`src/rtl/tva_prec_pkg.sv`:
```
// Shared precision definitions for the attention A*V path.
// Used by token_precision_assigner and by the A*V multiplier that consumes
// its per-column precision selection.
//   prec_t        : 2-bit precision code (INT4 / INT8 / FP16)
//   CYCLES_*      : multiplier compute cycles per tile for each precision
package tva_prec_pkg;

  typedef enum logic [1:0] {
    PREC_INT4 = 2'b00,
    PREC_INT8 = 2'b01,
    PREC_FP16 = 2'b10
  } prec_t;

  localparam int CYCLES_INT4 = 1;
  localparam int CYCLES_INT8 = 2;
  localparam int CYCLES_FP16 = 4;

endpackage

```
`src/rtl/token_precision_assigner_prec_classifier.sv`:
```
// prec_classifier: combinational attention-mass classifier.
// Compares an unsigned column sum against two thresholds. The FP16 test has
// priority, so an INT8 threshold above the FP16 threshold still yields FP16
// whenever the FP16 test passes.
// Ports:
//   sum_i      : column attention sum (unsigned)
//   thr_int8_i : sum >= this selects at least INT8
//   thr_fp16_i : sum >= this selects FP16
//   prec_o     : resulting precision code
module prec_classifier
  import tva_prec_pkg::*;
#(
  parameter int SUM_W = 19
) (
  input  logic [SUM_W-1:0] sum_i,
  input  logic [SUM_W-1:0] thr_int8_i,
  input  logic [SUM_W-1:0] thr_fp16_i,
  output prec_t            prec_o
);

  always_comb begin
    prec_o = PREC_INT4;
    if (sum_i >= thr_fp16_i) begin
      prec_o = PREC_FP16;
    end else if (sum_i >= thr_int8_i) begin
      prec_o = PREC_INT8;
    end
  end

endmodule

```
`src/rtl/token_precision_assigner.sv`:
```
// token_precision_assigner: streams a post-softmax attention matrix column by
// column, sums each column and classifies the matching key/value token as
// INT4, INT8 or FP16 for the downstream A*V multiplier.
// Ports:
//   clk, rst          : clock; asynchronous active-high reset
//   start             : begin a run (only honoured in IDLE)
//   thr_int8/thr_fp16 : classification thresholds, latched at start
//   a_valid/a_ready   : beat handshake, a_data column-major unsigned Q1.15
//   precision_sel     : per-column precision code, stable while sel_valid=1
//   sel_valid         : high from done until the next accepted start
//   done              : one-cycle pulse after the last column is classified
// Optional build macro PREC_STATS_EN adds cnt_int4/cnt_int8/cnt_fp16 and
// est_cycles (multiplier compute-cycle estimate per tile).
module token_precision_assigner
  import tva_prec_pkg::*;
#(
  parameter int A_ROWS   = 8,
  parameter int NUM_COLS = 8,
  parameter int WIDTH    = 16,
  parameter int SUM_W    = WIDTH + $clog2(A_ROWS)
) (
  input  logic             clk,
  input  logic             rst,
  input  logic             start,
  input  logic [SUM_W-1:0] thr_int8,
  input  logic [SUM_W-1:0] thr_fp16,
  input  logic             a_valid,
  output logic             a_ready,
  input  logic [WIDTH-1:0] a_data,
  output logic [1:0]       precision_sel [NUM_COLS],
  output logic             sel_valid,
  output logic             done
`ifdef PREC_STATS_EN
  ,
  output logic [$clog2(NUM_COLS+1)-1:0] cnt_int4,
  output logic [$clog2(NUM_COLS+1)-1:0] cnt_int8,
  output logic [$clog2(NUM_COLS+1)-1:0] cnt_fp16,
  output logic [15:0]                   est_cycles
`endif
);

  localparam int ROW_W = (A_ROWS > 1) ? $clog2(A_ROWS) : 1;
  localparam int COL_W = (NUM_COLS > 1) ? $clog2(NUM_COLS) : 1;

  typedef enum logic [1:0] {
    S_IDLE,
    S_ACCUM,
    S_CLASSIFY,
    S_DONE
  } state_t;

  state_t           state_q, state_d;
  logic [SUM_W-1:0] sum_q, sum_d;
  logic [ROW_W-1:0] row_q, row_d;
  logic [COL_W-1:0] col_q, col_d;
  logic [SUM_W-1:0] thr_int8_q, thr_int8_d;
  logic [SUM_W-1:0] thr_fp16_q, thr_fp16_d;
  logic [1:0]       sel_q [NUM_COLS];
  logic [1:0]       sel_d [NUM_COLS];
  logic             sel_valid_q, sel_valid_d;
  prec_t            cls_prec;

`ifdef PREC_STATS_EN
  localparam int CNT_W = $clog2(NUM_COLS+1);
  logic [CNT_W-1:0] cnt_int4_q, cnt_int4_d;
  logic [CNT_W-1:0] cnt_int8_q, cnt_int8_d;
  logic [CNT_W-1:0] cnt_fp16_q, cnt_fp16_d;
  logic [15:0]      est_q, est_d;
`endif

  // Classification always uses the thresholds captured at start.
  prec_classifier #(.SUM_W(SUM_W)) u_cls (
    .sum_i      (sum_q),
    .thr_int8_i (thr_int8_q),
    .thr_fp16_i (thr_fp16_q),
    .prec_o     (cls_prec)
  );

  always_comb begin
    state_d     = state_q;
    sum_d       = sum_q;
    row_d       = row_q;
    col_d       = col_q;
    thr_int8_d  = thr_int8_q;
    thr_fp16_d  = thr_fp16_q;
    sel_d       = sel_q;
    sel_valid_d = sel_valid_q;
    a_ready     = 1'b0;
    done        = 1'b0;
`ifdef PREC_STATS_EN
    cnt_int4_d  = cnt_int4_q;
    cnt_int8_d  = cnt_int8_q;
    cnt_fp16_d  = cnt_fp16_q;
    est_d       = est_q;
`endif
    case (state_q)
      S_IDLE: begin
        if (start) begin
          thr_int8_d  = thr_int8;
          thr_fp16_d  = thr_fp16;
          for (int i = 0; i < NUM_COLS; i++) sel_d[i] = PREC_FP16;
          sel_valid_d = 1'b0;
          sum_d       = '0;
          row_d       = '0;
          col_d       = '0;
`ifdef PREC_STATS_EN
          cnt_int4_d  = '0;
          cnt_int8_d  = '0;
          cnt_fp16_d  = '0;
          est_d       = '0;
`endif
          state_d     = S_ACCUM;
        end
      end
      S_ACCUM: begin
        a_ready = 1'b1;
        if (a_valid) begin
          // Sum width covers A_ROWS full-scale beats, so no saturation.
          sum_d = sum_q + SUM_W'(a_data);
          row_d = row_q + ROW_W'(1);
          if (row_q == ROW_W'(A_ROWS-1)) state_d = S_CLASSIFY;
        end
      end
      S_CLASSIFY: begin
        sel_d[col_q] = cls_prec;
        sum_d        = '0;
        row_d        = '0;
`ifdef PREC_STATS_EN
        case (cls_prec)
          PREC_INT4: begin
            cnt_int4_d = cnt_int4_q + CNT_W'(1);
            est_d      = est_q + 16'(CYCLES_INT4);
          end
          PREC_INT8: begin
            cnt_int8_d = cnt_int8_q + CNT_W'(1);
            est_d      = est_q + 16'(CYCLES_INT8);
          end
          default: begin
            cnt_fp16_d = cnt_fp16_q + CNT_W'(1);
            est_d      = est_q + 16'(CYCLES_FP16);
          end
        endcase
`endif
        if (col_q == COL_W'(NUM_COLS-1)) begin
          state_d = S_DONE;
        end else begin
          col_d   = col_q + COL_W'(1);
          state_d = S_ACCUM;
        end
      end
      S_DONE: begin
        done        = 1'b1;
        sel_valid_d = 1'b1;
        state_d     = S_IDLE;
      end
      default: state_d = S_IDLE;
    endcase
  end

  always_ff @(posedge clk or posedge rst) begin
    if (rst) begin
      state_q     <= S_IDLE;
      sum_q       <= '0;
      row_q       <= '0;
      col_q       <= '0;
      thr_int8_q  <= '0;
      thr_fp16_q  <= '0;
      sel_valid_q <= 1'b0;
      for (int i = 0; i < NUM_COLS; i++) sel_q[i] <= PREC_FP16;
`ifdef PREC_STATS_EN
      cnt_int4_q  <= '0;
      cnt_int8_q  <= '0;
      cnt_fp16_q  <= '0;
      est_q       <= '0;
`endif
    end else begin
      state_q     <= state_d;
      sum_q       <= sum_d;
      row_q       <= row_d;
      col_q       <= col_d;
      thr_int8_q  <= thr_int8_d;
      thr_fp16_q  <= thr_fp16_d;
      sel_valid_q <= sel_valid_d;
      sel_q       <= sel_d;
`ifdef PREC_STATS_EN
      cnt_int4_q  <= cnt_int4_d;
      cnt_int8_q  <= cnt_int8_d;
      cnt_fp16_q  <= cnt_fp16_d;
      est_q       <= est_d;
`endif
    end
  end

  assign precision_sel = sel_q;
  assign sel_valid     = sel_valid_q;
`ifdef PREC_STATS_EN
  assign cnt_int4      = cnt_int4_q;
  assign cnt_int8      = cnt_int8_q;
  assign cnt_fp16      = cnt_fp16_q;
  assign est_cycles    = est_q;
`endif

endmodule

```
`config.mk`:
```
export PLATFORM = sky130hd
export DESIGN_NAME = token_precision_assigner
export DESIGN_NICKNAME = d
export VERILOG_FILES = /design/src/rtl/tva_prec_pkg.sv /design/src/rtl/token_precision_assigner_prec_classifier.sv /design/src/rtl/token_precision_assigner.sv
export SDC_FILE = /design/constraint.sdc
export NUM_CORES = 1
export LEC_CHECK = 0
export BUFFER_PORTS_ARGS = -buffer_cell sky130_fd_sc_hd__buf_2
export CAP_MARGIN = 20
export CORE_ASPECT_RATIO = 1.25
export CORE_MARGIN = 5
export CORE_UTILIZATION = 35
export CTS_CLUSTER_DIAMETER = 60
export DETAILED_ROUTE_END_ITERATION = 12
export GPL_TIMING_DRIVEN = 0
export PLACE_DENSITY = 0.6
export SYNTH_ARGS = -nofsm -noshare
export SYNTH_HDL_FRONTEND = slang
export SYNTH_HIERARCHICAL = 1
export SYNTH_SLANG_ARGS = --single-unit
export TNS_END_PERCENT = 1
```
`constraint.sdc`:
```
create_clock -name clk -period 2.98 [get_ports clk]
set_clock_uncertainty 0.1 [all_clocks]
set_input_delay 0.596 -clock clk [delete_from_list [all_inputs] [get_ports clk]]
set_output_delay 0.596 -clock clk [all_outputs]
set_load 0.01 [all_outputs]
```
==> impl_metrics.json <==
{
  "status": "complete, no violations",
  "dp.cells": 805,
  "numCtsBuffers": 9,
  "slowest_delay_ns": 0.42,
  "critical_path_required_ns": 3.09,
  "post_cts_buffers": 0,
  "overflow": 0,
  "pwr-share-seq": 0.336,
  "setup_ws_ns": 0.327,
  "fp.dieH_um": 143,
  "syn_nets": 670,
  "tightest_slew_ns": 0.594,
  "slew-limit-headroom": 0.604,
  "rsz0062_at_grt": "no",
  "grt_pass1_vias": 4378,
  "die_x_um": 117,
  "layout-drive-gt1-share": 0.186,
  "maxSlewViolCount": 0,
  "path_max_fanout": 3,
  "avgSynthCellArea_um2": 8.98,
  "p_clk_frac": 0.181,
  "grt_max_degree": 72,
  "ant_nets": 0,
  "seq_area_frac_synth": 0.415,
  "startpoint_type": "flop",
  "initial_utilization": 0.358,
  "period_needed_ns": 2.65,
  "p_leak_nw": 3.01,
  "path_common_cell": "o31ai_1",
  "htreeDepth": 3,
  "clock_sinks": 82,
  "synth-main-ff-cell": "dfrtp_1",
  "clkLatencyLatePin_ns": 0.34,
  "p_int_w": 0.00328,
  "pwr-share-comb": 0.483,
  "path_class": "reg2reg",
  "cts_root_buf": "clkbuf_16",
  "dieArea_um2": 16700,
  "syn_to_final_growth_pct": 18.2,
  "synthArstFlopShare": 1.00,
  "antenna_found_initial": 1,
  "drcViolationCount": 0,
  "grt_pass1_wl_um": 20700,
  "wl_per_cell_um": 15.3,
  "slowest_stage": "fa_1",
  "core_um2": 13900,
  "max_cap_violations": 0,
  "cts_tree": "done",
  "power.density_nw_per_um2": 959,
  "grtUsageTotal": 0.159,
  "r2r_start": "sum_q[0]",
  "yosys_register_bits": 82,
  "arrival_ns": 2.76,
  "drt_iter0_drc": 140,
  "ctsResizeCount": 0,
  "ys_warn_count": 6,
  "routed_wl_um": 12600,
  "vias": 4149,
  "worstPathCellList": "ha_1 > fa_1 > a21o_1 > a221oi_2 > o31ai_1 > o31ai_1 > xor2_1 > o21ai_0",
  "p_switching_w": 0.00235,
  "ios": 77,
  "clk_path_buf_depth": 2,
  "hold_buffers": 0,
  "first_pass_iters": 5,
  "io_buffers": 76,
  "via_per_inst": 5.05,
  "syn_area_um2": 4960,
  "synthCells": 553,
  "end_kind": "flop",
  "sw_frac_of_total": 0.418,
  "fmaxAchievable_mhz": 377,
  "yosysUniqueCellTypes": 58,
  "ir_drop_mv": 0.340,
  "setup_tns_ns": 0,
  "fin_cells": 821,
  "synth_edf_count": 0,
  "fp-row-count": 48,
  "critical_path.startpoint": "sum_q[0]",
  "place_congestion": 0.865,
  "nets": 758,
  "min_path_type": "in2async",
  "hold_viol": 0,
  "num_antenna_cells": 0,
  "hold_slack_ns": 0.0662,
  "fin_crit_sh": 0.890,
  "path_clk_slew_ns": 0.06,
  "dp_worst_setup_slack_ns": -0.00000533,
  "hpwl_um": 9890,
  "setup_viol_count_final": 0
}
## cells in the mapped netlist, drive strengths merged (8+ instances only)
library cell	count	area share
nand2	168	0.13
ha	58	0.15
nand3	20	0.022
nor2	8	0.0061
clkbuf	13	0.0098
dfstp	8	0.042
inv	39	0.029
a21o	9	0.014
a22o	9	0.016
dfrtp	74	0.37
mux2i	9	0.018
a21oi	25	0.026
o21ai	28	0.029
## power groups by stage
stage          Clock, W  Combinational (W)  Sequential, W
2_1_floorplan         0            0.00211        0.00177
3_3_place_gp          0            0.00260        0.00191
3_5_place_dp          0            0.00271        0.00192
4_1_cts         0.00104            0.00273        0.00190
5_1_grt         0.00110            0.00315        0.00195
6_report        0.00102            0.00272        0.00189
## cells by family after synthesis
logic type	Yosys count	synth area share
AO/OA/AOI/OAI	107	0.151
multiplexers	10	0.0204
flip-flops	82	0.415
adder cells (fa/ha/maj)	59	0.150
AND/OR/NAND/NOR	229	0.202
buffers and inverters	56	0.0431
XOR/XNOR	10	0.0176
## final cells by class
cell class | instances | area [µm²]
inverters | 39 | 149
fillers | 1396 | 8010
multi-input cells | 415 | 2690
clock buffers | 11 | 243
well taps | 175 | 219
clock inverters | 5 | 30.0
flip-flops and latches | 82 | 2060
repair buffers | 77 | 408
plain buffers | 17 | 67.6
## registers in the layout (all words and copies together), names as in the netlist
name           flops
sum_q             19
thr_fp16_q        19
thr_int8_q        19
precision_sel     16
col_q              3
row_q              3
state_q            2
sel_valid          1
## per-layer routing
layer,part of all wire,track usage,routed length (µm)
met4,0.019,0.0574,234
met1,0.41,0.192,5170
met3,0.051,0.0292,637
met5,0.00056,0,7
met2,0.52,0.279,6540
## worst max-delay path: cells and delay by family, from the launching register on
family / cells / cell delay (ns)
AO/OA/AOI/OAI: 5 / 1.19
flip-flops: 1 / 0.40
adder cells (fa/ha/maj): 2 / 0.64
XOR/XNOR: 1 / 0.22
## through the flow
stage / instance area, µm² / power [W] / util
2_1_floorplan: 4960 / 0.00388 / -
3_3_place_gp: 5560 / 0.00451 / 0.401
3_5_place_dp: 5590 / 0.00463 / 0.403
4_1_cts: 5870 / 0.00568 / 0.423
5_1_grt: 5870 / 0.00620 / 0.423
6_report: 5870 / 0.00563 / 0.423
## final timing paths
kind                                           to  cells past startpoint  slack, ns
worst min-delay path             precision_sel[2]                      2       0.07
max in group asynchronous       precision_sel[15]                      3       2.11
worst max register to register          sum_q[12]                      8       0.33
worst min register to register          sel_valid                      1       0.37
worst max-delay path                    sum_q[12]                      8       0.33
min in group clk                    thr_fp16_q[2]                      3       0.35
## cell usage in the layout (no fill, tap or decap), types with 6 or more instances in the layout
cell / n
dfrtp_1: 74
clkbuf_16: 9
clkbuf_1: 14
o21ai_0: 27
nand3_1: 18
mux2i_1: 9
a22o_1: 9
o31ai_1: 6
nand4_1: 7
inv_1: 38
a21oi_1: 24
dfstp_2: 8
nand2_1: 168
a21o_1: 9
buf_2: 79
nor2_1: 8
xor2_1: 7
ha_1: 58
Power figures use the tool's default switching activity.
